`src/rtl/snn_pkg.sv`:
```
// Shared types and default widths for the spiking-network motor driver.
package snn_pkg;

   localparam int CNT_W_DEF = 10;
   localparam int PWM_W_DEF = 8;

   typedef enum logic [1:0] {
      IDLE  = 2'd0,
      SCALE = 2'd1,
      STALE = 2'd2
   } snn_state_e;

endpackage

```
`src/rtl/snn_motor_driver_pwm_channel.sv`:
```
// One motor channel: slew-limited duty register updated only on the PWM wrap,
// plus the duty comparator that produces the PWM output.
module pwm_channel
   import snn_pkg::*;
#(
   parameter int PWM_W = PWM_W_DEF,
   parameter int SLEW  = 8
) (
   input  logic             clk_i,
   input  logic             rst_ni,
   input  logic             en_i,
   input  logic             wrap_i,
   input  logic [PWM_W-1:0] pwm_cnt_i,
   input  logic [PWM_W-1:0] target_i,
   output logic [PWM_W-1:0] duty_o,
   output logic             pwm_o
);

   localparam logic [PWM_W:0]   SLEW_WIDE = (PWM_W+1)'(SLEW);
   localparam logic [PWM_W-1:0] SLEW_STEP = PWM_W'(SLEW);

   logic [PWM_W-1:0] duty_q, duty_d;
   logic [PWM_W:0]   diff_up, diff_dn;

   // Differences are one bit wider so the magnitude test cannot wrap.
   always_comb begin
      diff_up = {1'b0, target_i} - {1'b0, duty_q};
      diff_dn = {1'b0, duty_q} - {1'b0, target_i};
      duty_d  = duty_q;
      if (wrap_i) begin
         if (target_i >= duty_q) begin
            duty_d = (diff_up <= SLEW_WIDE) ? target_i : duty_q + SLEW_STEP;
         end else begin
            duty_d = (diff_dn <= SLEW_WIDE) ? target_i : duty_q - SLEW_STEP;
         end
      end
   end

   always_ff @(posedge clk_i or negedge rst_ni) begin
      if (!rst_ni) duty_q <= '0;
      else         duty_q <= duty_d;
   end

   assign duty_o = duty_q;
   assign pwm_o  = en_i && (pwm_cnt_i < duty_q);

endmodule

```
`src/rtl/snn_motor_driver.sv`:
```
// Converts left/right spike-count windows into two slew-limited PWM drives;
// a sample_tick watchdog forces both targets to zero when windows stop arriving.
module snn_motor_driver
   import snn_pkg::*;
#(
   parameter int CNT_W         = CNT_W_DEF,
   parameter int PWM_W         = PWM_W_DEF,
   parameter int CNT_SHIFT     = 2,
   parameter int SLEW          = 8,
   parameter int TIMEOUT_TICKS = 2000
) (
   input  logic             clk,
   input  logic             rst,
   input  logic             en,
   input  logic             sample_tick,
   input  logic             cnt_valid,
   output logic             cnt_ready,
   input  logic [CNT_W-1:0] cnt_left,
   input  logic [CNT_W-1:0] cnt_right,
   output logic             pwm_left,
   output logic             pwm_right,
   output logic [PWM_W-1:0] duty_left,
   output logic [PWM_W-1:0] duty_right,
   output logic             stale,
   output snn_state_e       fsm_state
);

   localparam int               WD_W     = $clog2(TIMEOUT_TICKS + 1);
   localparam logic [WD_W-1:0]  WD_MAX   = WD_W'(TIMEOUT_TICKS);
   localparam logic [CNT_W-1:0] DUTY_MAX = CNT_W'((1 << PWM_W) - 1);

   // Handshake: a pair is taken on any rising edge where cnt_valid && cnt_ready.
   // cnt_ready is low while scaling and whenever en is low.

   snn_state_e       state_q, state_d;
   logic [WD_W-1:0]  wd_q, wd_d;
   logic [PWM_W-1:0] pwm_cnt_q, pwm_cnt_d;
   logic [CNT_W-1:0] cnt_l_q, cnt_l_d, cnt_r_q, cnt_r_d;
   logic [PWM_W-1:0] tgt_l_q, tgt_l_d, tgt_r_q, tgt_r_d;
   logic             accept, expired, wrap;

   function automatic logic [PWM_W-1:0] to_target(input logic [CNT_W-1:0] c);
      logic [CNT_W-1:0] s;
      s = c >> CNT_SHIFT;
      return (s > DUTY_MAX) ? {PWM_W{1'b1}} : s[PWM_W-1:0];
   endfunction

   assign cnt_ready = en && (state_q != SCALE);
   assign accept    = cnt_valid && cnt_ready;
   assign expired   = (wd_q == WD_MAX);
   assign wrap      = en && (pwm_cnt_q == '1);
   assign stale     = expired;
   assign fsm_state = state_q;

   always_ff @(posedge clk or negedge rst) begin
      if (!rst) state_q <= IDLE;
      else      state_q <= state_d;
   end

   // Acceptance takes priority over the watchdog expiring in the same cycle.
   always_comb begin
      state_d = state_q;
      if (en) begin
         case (state_q)
            IDLE:    if (cnt_valid) state_d = SCALE;
                     else if (expired) state_d = STALE;
            SCALE:   state_d = IDLE;
            STALE:   if (cnt_valid) state_d = SCALE;
            default: state_d = IDLE;
         endcase
      end
   end

   always_comb begin
      pwm_cnt_d = pwm_cnt_q;
      wd_d      = wd_q;
      cnt_l_d   = cnt_l_q;
      cnt_r_d   = cnt_r_q;
      tgt_l_d   = tgt_l_q;
      tgt_r_d   = tgt_r_q;
      if (en) begin
         pwm_cnt_d = pwm_cnt_q + PWM_W'(1);
         if (accept) begin
            cnt_l_d = cnt_left;
            cnt_r_d = cnt_right;
         end
         if (state_q == SCALE) begin
            tgt_l_d = to_target(cnt_l_q);
            tgt_r_d = to_target(cnt_r_q);
         end else if (state_d == STALE) begin
            tgt_l_d = '0;
            tgt_r_d = '0;
         end
         if (accept || state_q == SCALE) wd_d = '0;
         else if (sample_tick && !expired) wd_d = wd_q + WD_W'(1);
      end
   end

   always_ff @(posedge clk or negedge rst) begin
      if (!rst) begin
         pwm_cnt_q <= '0;
         wd_q      <= '0;
         cnt_l_q   <= '0;
         cnt_r_q   <= '0;
         tgt_l_q   <= '0;
         tgt_r_q   <= '0;
      end else begin
         pwm_cnt_q <= pwm_cnt_d;
         wd_q      <= wd_d;
         cnt_l_q   <= cnt_l_d;
         cnt_r_q   <= cnt_r_d;
         tgt_l_q   <= tgt_l_d;
         tgt_r_q   <= tgt_r_d;
      end
   end

   pwm_channel #(.PWM_W(PWM_W), .SLEW(SLEW)) u_left (
      .clk_i     (clk),
      .rst_ni    (rst),
      .en_i      (en),
      .wrap_i    (wrap),
      .pwm_cnt_i (pwm_cnt_q),
      .target_i  (tgt_l_q),
      .duty_o    (duty_left),
      .pwm_o     (pwm_left)
   );

   pwm_channel #(.PWM_W(PWM_W), .SLEW(SLEW)) u_right (
      .clk_i     (clk),
      .rst_ni    (rst),
      .en_i      (en),
      .wrap_i    (wrap),
      .pwm_cnt_i (pwm_cnt_q),
      .target_i  (tgt_r_q),
      .duty_o    (duty_right),
      .pwm_o     (pwm_right)
   );

endmodule

```
`config.mk`:
```
export PLATFORM = sky130hd
export DESIGN_NAME = snn_motor_driver
export DESIGN_NICKNAME = d
export VERILOG_FILES = /design/src/rtl/snn_pkg.sv /design/src/rtl/snn_motor_driver_pwm_channel.sv /design/src/rtl/snn_motor_driver.sv
export SDC_FILE = /design/constraint.sdc
export NUM_CORES = 1
export LEC_CHECK = 0
export CORE_MARGIN = 2
export CORE_UTILIZATION = 40
export CTS_CLUSTER_DIAMETER = 50
export DETAILED_ROUTE_END_ITERATION = 16
export GPL_ROUTABILITY_DRIVEN = 1
export PLACE_DENSITY = 0.6
export SETUP_SLACK_MARGIN = 0.05
export SLEW_MARGIN = 5
export SYNTH_ARGS = -nofsm -noshare
export SYNTH_HDL_FRONTEND = slang
export SYNTH_SLANG_ARGS = --single-unit
```
`constraint.sdc`:
```
create_clock -name clk -period 5.6 [get_ports clk]
set_clock_uncertainty 0.1 [all_clocks]
set_input_delay 1.4 -clock clk [delete_from_list [all_inputs] [get_ports clk]]
set_output_delay 1.4 -clock clk [all_outputs]
set_load 0.05 [all_outputs]
```
==> metrics.md <==
| Metric | Value |
|---|---|
| Pin count of the biggest net entering global routing | `70` |
| Clock Latency Late Sink | `between 300 and 400 ps` |
| Post-route ant nets | `0` |
| Hold Fails Final Rpt | `0` |
| Synth unique cells | `65` |
| Routed wire length per instance | `approximately 15 microns` |
| CP most frequent cell | `a21o_1` |
| DR iter-0 viols | `approximately 190` |
| CP max FO | `3` |
| Critical-path top delay cell | `clkdlybuf4s50_1` |
| Post-synth top flop | `dfrtp_1` |
| Worst setup EP type | `output pin` |
| Top-area cell type share of the netlist area | `0.345` |
| Initial antenna violation count | `0` |
| Worst Hold End | `tgt_r_q[0]` |
| Detailed Route WL | `between 10 and 15 mm` |
| DIE HEIGHT | `~120 microns` |
| R2r startpoint | `u_left.duty_o[3]` |
| FP Rows | `40` |
| Synthesized area per cell | `approximately 9.4 sq um` |
| Setup-failing EPs final | `0` |
| Gr ovfl total | `0` |
| IO Pins | `between 40 and 50` |
| Share of layout cells above drive strength 1 | `0.0893` |
| Pre-CTS setup slack | `slightly below 1000 ps` |
| Hold path start | `cnt_r_q[2]` |
| Min cycle time layout | `approximately 4600 ps` |
| Crit-path cells | `inv_1 -> ha_1 -> a21o_1 -> a21o_1 -> a21o_1 -> a21o_1 -> a21o_1 -> a21o_1 -> a21oi_1 -> clkdlybuf4s50_1` |
| Initial Util | `0.413` |
| Cells after synthesis | `530` |
| Sink Count | `69` |
| Routed vias | `between 4,000 and 5,000` |
| Critical Path Start Type | `flip-flop` |
| Worst reg2reg endpoint | `u_left.duty_o[1]` |
| Average vias per placed instance | `~5.5` |
| Final period util | `0.830` |
| Final setup margin | `around 950 ps` |
| Area delta synth->final | `16.8%` |
| Post-CTS Hold Fix Bufs | `0` |
| Status | `completed` |
| Gpl congestion | `0.848` |
| Top cell type by total area after synthesis | `dfrtp_1` |
| Hold path depth | `1` |
| FF+latch count, synth | `69` |
| RSZ-0062 raised after global routing | `false` |
| Die ar. | `between 10,000 and 15,000 sq um` |
| PortBufs | `42` |
| Mapped Area | `about 5000 sq um` |
| Synth top area cells | `dfrtp_1 34%, ha_1 13%, mux2_2 4.0%` |
| H-tree levels | `3` |
| GRT Total Usage | `0.182` |
| Root Buffer | `clkbuf_16` |
| Setup TNS | `0 ps` |
| Worst VDD drop | `about 0.00014 V` |
| Cts bufs inserted | `9` |
| Number of enable flip-flop cells after synthesis | `0` |
| Critical path data required time | `4100 ps` |
| Worst EP arrival | `around 3200 ps` |
| Crit path kind | `reg -> out` |
| Clock tree from TritonCTS | `done` |
| Post-Syn Nets | `between 600 and 700` |
| First-pass GRT wire length | `19.4 mm` |
| Diodes inserted | `0` |
| CTS max path bufs | `2` |
| Worst reg2reg setup slack | `2240 ps` |
| Resized Gates After CTS | `0` |
| P_leak | `around 2.7 nW` |
| Fraction of registers with async set or reset after synthesis | `1.00` |
| Post-DP HPWL | `about 8.4 mm` |
| Max-Cap Viols | `0` |
| Max Clk Rate | `between 0.2 and 0.25 GHz` |
| Post-CTS Repair Setup Buffers | `0` |
| PwrDens | `between 300 and 400 nW/um^2` |
| Worst rel slew slack | `0.391` |
| Core ar. | `around 12,000 sq um` |
| Fin. max-slew vios | `0` |
| Number of remaining DRC errors | `0` |
| Register area share after synthesis | `0.345` |
| Crit-path max cell delay | `840 ps` |
| Ys Warns | `0` |
| Clock Pin Slew Worst Setup and Hold Paths | `roughly 60 ps` |
| Reg2Reg Depth | `9` |
| Vias in the first global route | `about 4,000` |
| HP Class | `reg -> reg` |
| Die width | `116 microns` |
| Worst slew pin tran | `914 ps` |
| Fin nets | `644` |
| First-pass DRT Iterations | `4` |
[through the flow]
| step | util | total power [mW] | cells | instance area, sq um | hold slack [ps] |
|---|---|---|---|---|---|
| 2_1_floorplan | - | 1.23 | 530 | 5010 | 369 |
| 3_3_place_gp | 0.459 | 1.38 | 723 | 5560 | 380 |
| 3_5_place_dp | 0.459 | 1.40 | 723 | 5560 | 384 |
| 4_1_cts | 0.483 | 1.97 | 739 | 5850 | 399 |
| 5_1_grt | 0.483 | 2.10 | 739 | 5850 | 416 |
| 6_report | 0.483 | 1.96 | 739 | 5850 | 397 |
[final cells by class]
class	instances	area [sq um]
inverter	42	158
fill	1205	6260
clock buffer	10	229
multi-input combinational	398	3020
tap	168	210
clock inverter	6	63.8
sequential	69	1730
timing repair buffer	46	445
[worst max-delay path, delay by kind of cell (launching register included)]
kind            cells  cell delay, ps
compound gates      7            1210
flops               1             370
buf+inv             2             930
fa+ha+maj           1             300
[metal layers]
layer  part of all wire  vias to the layer above  GRT usage  wire, microns
met5                  0                        -          0              0
met4             0.0097                        0     0.0540            110
met3              0.034                        8     0.0324            385
met2               0.46                       77      0.297           5230
met1               0.50                     1948      0.248           5630
li1                   -                     1997          -              -
[Yosys cell counts, types with 12 or more instances]
cell type,count
clkbuf_1,16
a21o_1,18
o21ai_0,20
mux2_2,18
ha_1,53
nand3_1,19
a22o_1,16
xnor2_1,13
nor2_1,35
mux2i_1,12
nand2b_1,17
inv_1,42
nand2_1,21
a21oi_1,20
dfrtp_1,69
[registers in the layout, summed over array words and instances (netlist names)]
name / cells
cnt_l_q: 8
cnt_r_q: 8
fsm_state: 2
pwm_cnt_q: 8
tgt_l_q: 8
tgt_r_q: 8
u_left.duty_o: 8
u_right.duty_o: 8
wd_q: 11
[placed cells by master (no fill, tap or decap), drive strengths merged, types with 3 or more instances in the layout]
cell type	n
inv	42
mux2i	12
and2	3
a21o	18
or3	5
o31ai	4
o22ai	5
nor3	8
xnor2	13
nand4	8
o21ai	25
clkinv	3
o21a	11
o221ai	3
a211oi	6
xor2	9
buf	5
nor2b	8
a211o	3
and3	8
nand2b	17
a22oi	3
a31oi	7
a221o	4
clkdlybuf4s50	41
mux2	18
nor4	4
nand2	21
clkbuf	10
dfrtp	69
nand3b	3
a22o	17
nand3	19
o211ai	3
ha	53
nor2	35
a21oi	22
[power breakdown]
| part | leakage (nW) | switching [mW] | total (mW) | internal, mW |
|---|---|---|---|---|
| Clock | 0.138 | 0.221 | 0.565 | 0.344 |
| Combinational | 1.71 | 0.378 | 0.707 | 0.329 |
| Sequential | 0.838 | 0.104 | 0.691 | 0.587 |
[kinds of logic after synthesis]
family | count (synthesis) | synth area share
adders and majority gates | 53 | 0.132
AOI/OAI and AO/OA | 146 | 0.211
buffers and inverters | 63 | 0.0525
DFF | 69 | 0.345
and+or+nand+nor | 147 | 0.156
muxes | 30 | 0.0645
xor gates and xnor gates | 22 | 0.0385
[worst max-delay path by stage]
stage	start	endpoint	depth (start not counted)	slack, ps
after floorplan	u_left.duty_o[1]	pwm_left	9	1290
after global placement	en	pwm_left	4	970
after detailed placement	en	pwm_left	4	970
after CTS	u_left.duty_o[1]	pwm_left	10	930
after global routing	u_left.duty_o[1]	pwm_left	10	790
final	u_left.duty_o[1]	pwm_left	10	950
(Power assumes the default switching activity.)
